### config.mk
export PLATFORM = sky130hd
export DESIGN_NAME = pc_branch_unit_flat
export DESIGN_NICKNAME = d
export VERILOG_FILES = /design/src/rtl/pc_branch_unit_if.sv /design/src/rtl/pc_branch_unit.sv /design/src/flat_wrapper.sv
export SDC_FILE = /design/constraint.sdc
export NUM_CORES = 1
export LEC_CHECK = 0
export BUFFER_PORTS_ARGS = -buffer_cell sky130_fd_sc_hd__buf_2
export CAP_MARGIN = 30
export CORE_MARGIN = 2
export CORE_UTILIZATION = 33
export CTS_BUF_LIST = sky130_fd_sc_hd__clkbuf_4
export CTS_CLUSTER_SIZE = 28
export DETAILED_ROUTE_END_ITERATION = 12
export PLACE_DENSITY = 0.57
export SLEW_MARGIN = 40
export SYNTH_ARGS = -nofsm -noshare
export SYNTH_HDL_FRONTEND = slang
export SYNTH_SLANG_ARGS = --single-unit
### constraint.sdc
create_clock -name CLK -period 1.9 [get_ports CLK]
set_input_delay 0.095 -clock CLK [delete_from_list [all_inputs] [get_ports CLK]]
set_output_delay 0.095 -clock CLK [all_outputs]
set_load 0.005 [all_outputs]
### src/rtl/pc_branch_unit_if.sv
// Bus between the ALU/decode side and the PC/branch stage.
// The slave modport is the PC stage's view; master is the driver's view.
interface pc_branch_unit_if #(
   parameter int unsigned PC_W  = 10,
   parameter int unsigned OFF_W = 8
) ();
   logic [2:0]       ALUop;
   logic             equalFlag;
   logic             lessThanFlag;
   logic             flagValid;
   logic             brReq;
   logic [1:0]       brCond;
   logic             brAbs;
   logic [OFF_W-1:0] brOffset;
   logic [PC_W-1:0]  brTarget;
   logic             stall;
   logic             halt;
   logic [PC_W-1:0]  PC;
   logic             fetchEn;
   logic             flagEQ;
   logic             flagLT;
   logic             taken;
   logic             halted;

   modport slave (
      input  ALUop, equalFlag, lessThanFlag, flagValid, brReq, brCond, brAbs,
             brOffset, brTarget, stall, halt,
      output PC, fetchEn, flagEQ, flagLT, taken, halted
   );

   modport master (
      output ALUop, equalFlag, lessThanFlag, flagValid, brReq, brCond, brAbs,
             brOffset, brTarget, stall, halt,
      input  PC, fetchEn, flagEQ, flagLT, taken, halted
   );
endinterface

### src/rtl/pc_branch_unit.sv
// Program counter, flag register and branch resolution behind the 8-bit ALU.
// Define FLAG_BYPASS_EN to let a same-cycle flag write feed the branch condition.
module pc_branch_unit #(
   parameter int unsigned     PC_W     = 10,
   parameter int unsigned     OFF_W    = 8,
   parameter logic [PC_W-1:0] RESET_PC = '0
) (
   input logic             CLK,
   input logic             RST_N,
   pc_branch_unit_if.slave bus
);

   typedef enum logic [1:0] {StBoot, StRun, StHalt} state_e;

   state_e          state_q, state_d;
   logic [PC_W-1:0] pc_q, pc_d;
   logic            flag_eq_q, flag_eq_d;
   logic            flag_lt_q, flag_lt_d;
   logic            taken_q, taken_d;
   logic            fetch_en_q, fetch_en_d;
   logic            halted_q, halted_d;

   logic            eq_write, lt_write;
   logic            cond_eq, cond_lt, cond_ok;
   logic [PC_W-1:0] off_ext;

   always_comb begin
      eq_write = bus.flagValid && (bus.ALUop == 3'd5);
      lt_write = bus.flagValid && (bus.ALUop == 3'd6);
`ifdef FLAG_BYPASS_EN
      cond_eq  = eq_write ? bus.equalFlag : flag_eq_q;
      cond_lt  = lt_write ? bus.lessThanFlag : flag_lt_q;
`else
      cond_eq  = flag_eq_q;
      cond_lt  = flag_lt_q;
`endif
      case (bus.brCond)
         2'b00:   cond_ok = 1'b1;
         2'b01:   cond_ok = cond_eq;
         2'b10:   cond_ok = cond_lt;
         default: cond_ok = !cond_eq;
      endcase
      // Signed cast sign-extends the offset; the add then wraps modulo 2^PC_W.
      off_ext = PC_W'($signed(bus.brOffset));
   end

   always_comb begin
      state_d   = state_q;
      pc_d      = pc_q;
      flag_eq_d = flag_eq_q;
      flag_lt_d = flag_lt_q;
      taken_d   = 1'b0;
      unique case (state_q)
         StBoot: state_d = StRun;
         StRun: begin
            if (bus.halt) begin
               state_d = StHalt;
            end else if (!bus.stall) begin
               if (eq_write) flag_eq_d = bus.equalFlag;
               if (lt_write) flag_lt_d = bus.lessThanFlag;
               if (bus.brReq && cond_ok) begin
                  pc_d    = bus.brAbs ? bus.brTarget : pc_q + off_ext;
                  taken_d = 1'b1;
               end else begin
                  pc_d = pc_q + PC_W'(1);
               end
            end
         end
         StHalt: state_d = StHalt;
         default: state_d = StBoot;
      endcase
      fetch_en_d = (state_d == StRun);
      halted_d   = (state_d == StHalt);
   end

   always_ff @(posedge CLK or negedge RST_N) begin
      if (!RST_N) begin
         state_q    <= StBoot;
         pc_q       <= RESET_PC;
         flag_eq_q  <= 1'b0;
         flag_lt_q  <= 1'b0;
         taken_q    <= 1'b0;
         fetch_en_q <= 1'b0;
         halted_q   <= 1'b0;
      end else begin
         state_q    <= state_d;
         pc_q       <= pc_d;
         flag_eq_q  <= flag_eq_d;
         flag_lt_q  <= flag_lt_d;
         taken_q    <= taken_d;
         fetch_en_q <= fetch_en_d;
         halted_q   <= halted_d;
      end
   end

   assign bus.PC      = pc_q;
   assign bus.fetchEn = fetch_en_q;
   assign bus.flagEQ  = flag_eq_q;
   assign bus.flagLT  = flag_lt_q;
   assign bus.taken   = taken_q;
   assign bus.halted  = halted_q;

endmodule

### src/flat_wrapper.sv
// flat-port wrapper written by rule: the top's interface ports become plain ports
module pc_branch_unit_flat 
#(
   parameter int unsigned     PC_W     = 10,
   parameter int unsigned     OFF_W    = 8,
   parameter logic [PC_W-1:0] RESET_PC = '0
)
  (CLK, RST_N, bus_ALUop, bus_equalFlag, bus_lessThanFlag, bus_flagValid, bus_brReq, bus_brCond, bus_brAbs, bus_brOffset, bus_brTarget, bus_stall, bus_halt, bus_PC, bus_fetchEn, bus_flagEQ, bus_flagLT, bus_taken, bus_halted);
  pc_branch_unit_if #(.PC_W(PC_W), .OFF_W(OFF_W)) bus_i ();
  input logic CLK;
  input logic RST_N;
  input wire logic [$bits(bus_i.ALUop)-1:0] bus_ALUop;
  input wire logic [$bits(bus_i.equalFlag)-1:0] bus_equalFlag;
  input wire logic [$bits(bus_i.lessThanFlag)-1:0] bus_lessThanFlag;
  input wire logic [$bits(bus_i.flagValid)-1:0] bus_flagValid;
  input wire logic [$bits(bus_i.brReq)-1:0] bus_brReq;
  input wire logic [$bits(bus_i.brCond)-1:0] bus_brCond;
  input wire logic [$bits(bus_i.brAbs)-1:0] bus_brAbs;
  input wire logic [$bits(bus_i.brOffset)-1:0] bus_brOffset;
  input wire logic [$bits(bus_i.brTarget)-1:0] bus_brTarget;
  input wire logic [$bits(bus_i.stall)-1:0] bus_stall;
  input wire logic [$bits(bus_i.halt)-1:0] bus_halt;
  output wire logic [$bits(bus_i.PC)-1:0] bus_PC;
  output wire logic [$bits(bus_i.fetchEn)-1:0] bus_fetchEn;
  output wire logic [$bits(bus_i.flagEQ)-1:0] bus_flagEQ;
  output wire logic [$bits(bus_i.flagLT)-1:0] bus_flagLT;
  output wire logic [$bits(bus_i.taken)-1:0] bus_taken;
  output wire logic [$bits(bus_i.halted)-1:0] bus_halted;
  assign bus_i.ALUop = bus_ALUop;
  assign bus_i.equalFlag = bus_equalFlag;
  assign bus_i.lessThanFlag = bus_lessThanFlag;
  assign bus_i.flagValid = bus_flagValid;
  assign bus_i.brReq = bus_brReq;
  assign bus_i.brCond = bus_brCond;
  assign bus_i.brAbs = bus_brAbs;
  assign bus_i.brOffset = bus_brOffset;
  assign bus_i.brTarget = bus_brTarget;
  assign bus_i.stall = bus_stall;
  assign bus_i.halt = bus_halt;
  assign bus_PC = bus_i.PC;
  assign bus_fetchEn = bus_i.fetchEn;
  assign bus_flagEQ = bus_i.flagEQ;
  assign bus_flagLT = bus_i.flagLT;
  assign bus_taken = bus_i.taken;
  assign bus_halted = bus_i.halted;
  pc_branch_unit #(.PC_W(PC_W), .OFF_W(OFF_W), .RESET_PC(RESET_PC)) u_core (.CLK(CLK), .RST_N(RST_N), .bus(bus_i));
endmodule
# Yosys cells after proc, flatten, opt, wreduce, memory -nomap -nowiden
# Cells that the tools add are included.
[word_totals] register_bits=17 input_bits=32 output_inout_bits=15 elab_cells=37
[classes] add_sub_neg=2 n_eq_ne=8 muxes=9 bitwise=2 n_reduce_logical=9
[ops] op="two-way mux 10 bit" n=2
[ops] op="adder 10 x 1 -> 10 bit (second input constant)" n=1
[ops] op="adder 10 bit" n=1
[ops] op="AND reduction 4 bit" n=2
[ops] op="equality test 2 x 1 -> 1 bit (second input constant)" n=3
[ops] op="equality test 2 bit (second input constant)" n=3
[ops] op="equality test 3 bit (second input constant)" n=2
[ops] op="case mux 2 bit (3 select lines)" n=1
[ops] op="logical NOT 2 bit" n=2
[ops] op="two-way mux 1 bit" n=4
[ops] op="logical AND 1 bit" n=3
[ops] op="case mux 1 bit (3 select lines)" n=1
[ops] op="AND reduction 3 bit" n=1
[ops] op="two-way mux 2 bit" n=1
[ops] op="inverter 1 bit" n=2
[ops] op="logical NOT 1 bit" n=1

# Depth between registers and ports, before layout
# Gate-level depths: netlist of the first run.
[depth] ltp_word=7 mapped_depth=7 mapped_depth_nobuf=7

# Worst setup path before layout of the first run
# No wires, ideal clock.
[synth_timing] kind="register to register" start="register u_core.pc_q[0] (netlist: u_core.bus.PC[0])" end="register u_core.pc_q[6] (netlist: u_core.bus.PC[6])" setup_time_ps=126 arrival_time_ps=1911 required_time_ps=1774 slack_ps=-137 path_stages_with_launch=8 n_path_buf=0 synth_period_minus_slack_ps=2037 cell_sequence="dfrtp_1 ha_1 fa_1 a21o_1 a221oi_1 xor2_1 o211ai_1 o311a_1"
[synth_via] elab_chain_cells=3
[synth_lines] element="from (decl)" line_no="pc_branch_unit.sv:16" text="logic [PC_W-1:0] pc_q, pc_d;"
[synth_lines] element="from (signal assigned)" line_no="pc_branch_unit.sv:87" text="pc_q <= pc_d;"
[synth_lines] element="adder 10 bit" line_no="pc_branch_unit.sv:62" text="pc_d = bus.brAbs ? bus.brTarget : pc_q + off_ext;"
[synth_lines] element="two-way mux 10 bit" line_no="pc_branch_unit.sv:62"
[synth_lines] element="two-way mux 10 bit (*)" line_no="pc_branch_unit.sv:61" text="if (bus.brReq && cond_ok) begin"
# Every way passes the cells marked *; elsewhere a longest branch is shown, timed or not.
# A chain may end at the register's enable or synchronous reset.

# Worst setup path in the final report of the first run
# Ends and elaborated chain as after synthesis.

==> metrics.txt, run 1 <==
DR WL/cell=14.96 um; Post-Place Cell Area=0.001719 mm^2; die height=68.52 um; Final Cell Area=0.001770 mm^2; IO Count=47; number of synthesized register bits=17; worst setup margin=-0.02561 ns; clk sinks=17; Post-Route Setup TNS=-0.04954 ns; area grow syn2layout=28.87%; Final Net Count=248; CP Cell Sequence=ha_2 -> fa_2 -> a21o_1 -> a221oi_2 -> xor2_1 -> o211ai_1 -> o311a_1; Worst Clk Skew=0.006679 ns; Pins Over Slew Limit=0; first-pass GRT wire length=6265 um; ys flop type=dfrtp_1; Worst Setup End Kind=register; share of cells above drive strength 1=38.24%; simple-gate share of the synthesized area=15.76%; Total Power=2357 uW; full die area=0.004695 mm^2; Synth Area in XOR/XNOR=7.013%; Post-Synthesis Cells=147; Routability Congestion=0.8678; Worst path max stage delay=0.40 ns; CP Max Fanout=3; number of flops mapped to enable cells by yosys=0; register area share after synthesis=30.97%; Remaining DRCs=0; largest net degree at the start of global routing=21; GRT Residual Overflow=0; final worst path period need=1.926 ns; initial antenna violation count=0; # setup viols final=2; Hold Crit Class=input port to register; post-synthesis cell type count=47; number of global-route vias before repair=1,385; DIE WIDTH=68.52 um; Synth area leader=dfrtp_1; initial core utilization=34.34%; leak pwr=0.0008324 uW; Max Cap Viol=0; Starting DRT DRC Count=59; post-synth top area share=30.97%; HPWL Detailed=3057 um; CP arrival=2.17 ns; Synthesized Nets=190; synth top area cells=dfrtp_1 (31%), ha_1 (9.1%), a21oi_1 (5.1%); CTS tree=done; most frequent cell after synthesis=dfrtp_1; failing checks=negative setup slack; Via-to-Cell Ratio=5.386; startpoint type of the worst setup path=register; Compound-Gate Fraction of Synth Area=25.68%; final worst-path cycle share=101.3%; IO buf count=46; status=complete, but fails checks; main combinational cell family by area after synthesis=compound AO/OA/AOI/OAI gates; crit path kind=register to register; Rel. slew slack=72.27%; Final Util=44.26%; fmax=0.5193 GHz; Synth Cell Area=0.001374 mm^2; DR vias=1,368; fraction of registers with async set/reset=100.0%; area share of fa/ha/maj cells after synthesis=10.56%; total length of routed wires=3799 um; Min Hold Slack=0.03259 ns; CTS Buf Count=3; Total GRT Usage=17.53%; clock latency on the worst-skew pair=0.30 ns; VDD IR max=578.4 uV; clock buffer depth=2; Reg clk slew, reported paths=0.11 ns; Pre-antenna DRT Iters=4; post-route ant nets=0; Mapped Avg Cell Area=9.346 um^2; Hold Vio Cnt, Final=0; H-tree depth=1; Cell Pwr Density=1332 mW/mm^2; Row Count=23; multiplexer share of the synthesized area=6.193%; critical path's slowest cell=dfrtp_1; most common library cells after synthesis=dfrtp_1 (17), a21oi_1 (14), nand2_1 (11); Syn. warnings=0; RSZ-0062 raised after global routing=true; Core Region=0.004000 mm^2; worst path required time=2.15 ns; CTS root buf=clkbuf_4; worst-margin pin slew=0.4159 ns; number of diodes=0
[registers in the layout, indices dropped and copies added (netlist names)]
name,flops
u_core.state_q,2
u_core.bus.taken,1
u_core.bus.halted,1
u_core.bus.fetchEn,1
u_core.bus.flagLT,1
u_core.bus.flagEQ,1
u_core.bus.PC,10
[kinds of logic after synthesis]
group,Yosys count
fa+ha+maj,11
xor+xnor,11
mux,8
simple gates,39
flops,17
compound gates,51
buf+inv,10
[repair_timing]
item                       in CTS  in global routing
resized for setup               0                  2
setup endpoints to repair       1                  4
pin swaps                       0                  2
hold endpoints to repair       17                  0
buffers inserted                0                  1
hold buffers                    1                  0
[power breakdown]
| part | switching, uW | total [uW] | internal [uW] | leakage (uW) |
|---|---|---|---|---|
| Sequential | 150 | 660 | 510 | 0.000204 |
| Clock | 126 | 204 | 78.5 | 0.0000177 |
| Combinational | 766 | 1490 | 727 | 0.000611 |
[placed cells by master, fill, tap and decap left out, drive strengths merged, types with 2 or more instances in the layout]
cell / count
buf: 57
dfrtp: 17
a21oi: 14
nand2: 11
ha: 10
o21ai: 9
nor2: 9
xnor2: 7
nand3: 6
a21o: 6
inv: 5
xor2: 4
mux2: 4
mux2i: 4
o211ai: 4
o22ai: 3
clkbuf: 3
nand2b: 2
nand4: 2
a221oi: 2
o311a: 2
nor3b: 2
o221ai: 2
[metal layers]
metal,up-vias,GRT usage (%),routed length (um)
met5,-,0,0
met4,0,4.250,39
met3,6,4.383,172
met2,37,31.13,2002
met1,652,21.07,1584
li1,673,-,-
[critical path: cells and delay by family, from the launching register on]
kind,cells,cell delay [ns]
AO/OA/AOI/OAI,4,0.82
XOR/XNOR,1,0.10
adder cells (fa/ha/maj),2,0.55
flip-flops,1,0.40
[cell type report]
type / count / area (um^2)
fill: 407 / 2230
sequential: 17 / 425.4
timing repair buffer: 58 / 322.8
tap: 50 / 62.56
clock inverter: 1 / 5.005
inverter: 5 / 18.77
multi-input combinational: 120 / 913.4
clock buffer: 3 / 22.52
[stage by stage]
step | worst slack, ns | std cells
after floorplan | 0.03036 | 147
after global placement | 0.06224 | 248
after detailed placement | -0.01541 | 248
after CTS | -0.02660 | 253
after global routing | -0.1312 | 254
final | -0.02561 | 254
[path summary, 6_finish.rpt]
kind	start	slack [ns]	cells after the start	endpoint
min in group asynchronous	RST_N	0.24	2	u_core.bus.taken
setup reg to reg	u_core.bus.PC[0]	-0.03	7	u_core.bus.PC[6]
max in group asynchronous	RST_N	1.36	2	u_core.bus.PC[0]
hold / removal	bus_equalFlag	0.03	2	u_core.bus.flagEQ
setup / recovery	u_core.bus.PC[0]	-0.03	7	u_core.bus.PC[6]
hold reg to reg	u_core.state_q[0]	0.55	1	u_core.bus.fetchEn
No activity file was read; power rests on OpenSTA's default activity.
==> run 2, diff against run 1 <==
Settings changed: CORE_ASPECT_RATIO from default to 1.2, CORE_UTILIZATION 33 to 47, PLACE_DENSITY 0.57 to 0.77.
==> run 2 against run 1 <==
Effect of this change:
- the run still ends with negative setup slack left
- fmax about the same
- sequential power increased by 2%
- first-iteration DRC count decreased by 34%
- power increased by 2.7%
- combinational power about the same
- count of clock-buffer cells in the layout increased by 1
- cell count decreased by 5.5%
- critical endpoint unchanged
- largest power group unchanged
- highest routed layer unchanged
==> metrics.txt, run 2 (synthesized netlist as in run 1, its figures left out) <==
Routability Congestion=0.7779 (-10%); CTS root buf=clkbuf_4; CTS Buf Count=3 (unchanged); Final Net Count=250 (+0.81%); Clk network pwr share=9.2% (+0.5 points); CP arrival=2.13 ns (-0.04 ns); Core Region=0.002785 mm^2 (-30%); FF/Latch Area=425.4 um^2 (unchanged); first-pass GRT wire length=6072 um (-3.1%); share of cells above drive strength 1=38.83% (+0.60 points); hold_sp=bus_lessThanFlag; Pins Over Slew Limit=0 (unchanged); clock buffer depth=2 (unchanged); largest net degree at the start of global routing=18 (-14%); Via-to-Cell Ratio=5.696 (+5.8%); final worst-path cycle share=101.3% (about the same); critical path's slowest cell=dfrtp_1; DIE WIDTH=53.36 um (-22%); full die area=0.003373 mm^2 (-28%); worst r2r src=u_core.bus.PC[0]; startpoint type of the worst setup path=register; final worst path period need=1.925 ns (-0.0003078 ns); sw power=1071 uW (+2.8%); CTS tree=done; fmax=0.5194 GHz (about the same); total length of routed wires=3744 um (-1.4%); initial antenna violation count=0 (unchanged); Rel. slew slack=72.30% (about the same); Total GRT Usage=23.91% (+6.4 points); filler instances=256 (-37%); number of diodes=0 (unchanged); VDD IR max=757.7 uV (+31%); Hold Vio Cnt, Final=0 (unchanged); Worst Hold End=u_core.bus.flagLT; Reg clk slew, reported paths=0.11 ns (about the same); # setup viols final=1 (-1); HPWL Detailed=2906 um (-4.9%); Multi-input gate area=929.6 um^2 (+1.8%); worst path required time=2.10 ns (-0.05 ns); IO buf count=46 (unchanged); CP top delay family=compound AO/OA/AOI/OAI gates; Combinational Power Share=62.9% (-0.4 points); Min Hold Slack=0.02718 ns (-0.005413 ns); Worst Clk Skew=0.007737 ns (+0.001058 ns); status=complete, but fails checks; leak pwr=0.0008464 uW (+1.7%); Hold Crit Class=input port to register; DR vias=1,367 (-0.073%); GRT Residual Overflow=0 (unchanged); Row Count=21 (-8.7%); max FFs per register=10 (unchanged); worst setup margin=-0.02530 ns (+0.0003078 ns); failing checks=negative setup slack; WP buf/inv=0 (unchanged); RSZ-0062 raised after global routing=true; Max Cap Viol=0 (unchanged); initial core utilization=49.33% (+15 points); Pint=1351 uW (+2.7%); clock latency on the worst-skew pair=0.30 ns (about the same); Remaining DRCs=0 (unchanged); Worst path max stage delay=0.43 ns (+0.03 ns); Worst R2R End=u_core.bus.PC[6]; Cell Pwr Density=1358 mW/mm^2 (+2.0%); number of global-route vias before repair=1,370 (-1.1%); CP Cell Sequence=ha_4 -> fa_2 -> a21o_1 -> a221oi_2 -> xor2_1 -> o211ai_1 -> o311a_1; hold path depth=2 (unchanged); IO Count=47 (unchanged); CP Max Fanout=3 (unchanged); Starting DRT DRC Count=39 (-34%); Pre-antenna DRT Iters=4 (unchanged); die height=63.23 um (-7.7%); R2R depth=7 (unchanged); DR WL/cell=15.60 um (+4.3%); Worst Setup End Kind=register; post-route ant nets=0 (unchanged); crit path kind=register to register; worst-margin pin slew=0.4155 ns (-0.0003595 ns); Final Util=64.06% (+20 points); internal reg-to-reg setup slack=-0.03 ns (about the same); most common cell after layout, fill and taps aside=buf_2; area grow syn2layout=29.87%; Sequential Power Share=27.9% (about the same); H-tree depth=1 (unchanged); Switching Share=44.22% (about the same); most frequent cells in the layout=buf_2 (46), dfrtp_1 (17), a21oi_1 (14), buf_4 (13), nand2_1 (11); clk sinks=17 (unchanged)
[run 2: layout make-up]
cell class / count / share of cell area [%]
inverter: 5 / 1.052
clock buffer: 4 / 1.683
sequential: 17 / 23.84
tap: 34 / 2.384
timing repair buffer: 60 / 18.93
multi-input combinational: 120 / 52.10
[run 2: per-layer routing]
layer  wire, um  up-vias  GRT usage, %
li1           -      669             -
met1       1470      631         28.44
met2       1959       59         41.67
met3        239        8         3.081
met4         75        0         9.615
met5          0        -             0
[run 2: power by group through the flow]
| stage | clock network, uW | logic [uW] | registers [uW] |
|---|---|---|---|
| 6_report | 223 | 1520 | 676 |
| 5_1_grt | 238 | 1690 | 700 |
| 4_1_cts | 226 | 1470 | 672 |
| 3_5_place_dp | 0 | 1450 | 677 |
| 3_3_place_gp | 0 | 1400 | 666 |
| 2_1_floorplan | 0 | 911 | 699 |
[run 2: timing repair]
item,4_1_cts,5_1_grt
hold buffers,1,0
endpoints found under the setup margin,1,4
endpoints found under the hold margin,17,0
resized for setup,1,2
setup buffers,0,1
[run 2: per-stage QoR]
step	setup TNS, ns	setup WS [ns]	cells	total power (uW)	area [um^2]
floorplan	0	0.03036	147	1610	1385
global placement	0	0.06685	234	2062	1714
detailed placement	-0.001578	-0.001578	234	2131	1714
CTS	-0.02517	-0.02517	239	2371	1764
global route	-0.1842	-0.1081	240	2627	1784
finish	-0.02530	-0.02530	240	2422	1784
[run 2: how the worst max path moves through the flow]
stage	endpoint	start	cells after the start
2_1_floorplan	u_core.bus.PC[6]	u_core.bus.PC[0]	7
3_3_place_gp	u_core.bus.PC[6]	u_core.bus.PC[0]	7
3_5_place_dp	u_core.bus.PC[6]	u_core.bus.PC[0]	7
4_1_cts	u_core.bus.PC[6]	u_core.bus.PC[0]	7
5_1_grt	u_core.bus.PC[6]	u_core.bus.PC[0]	7
6_report	u_core.bus.PC[6]	u_core.bus.PC[0]	7
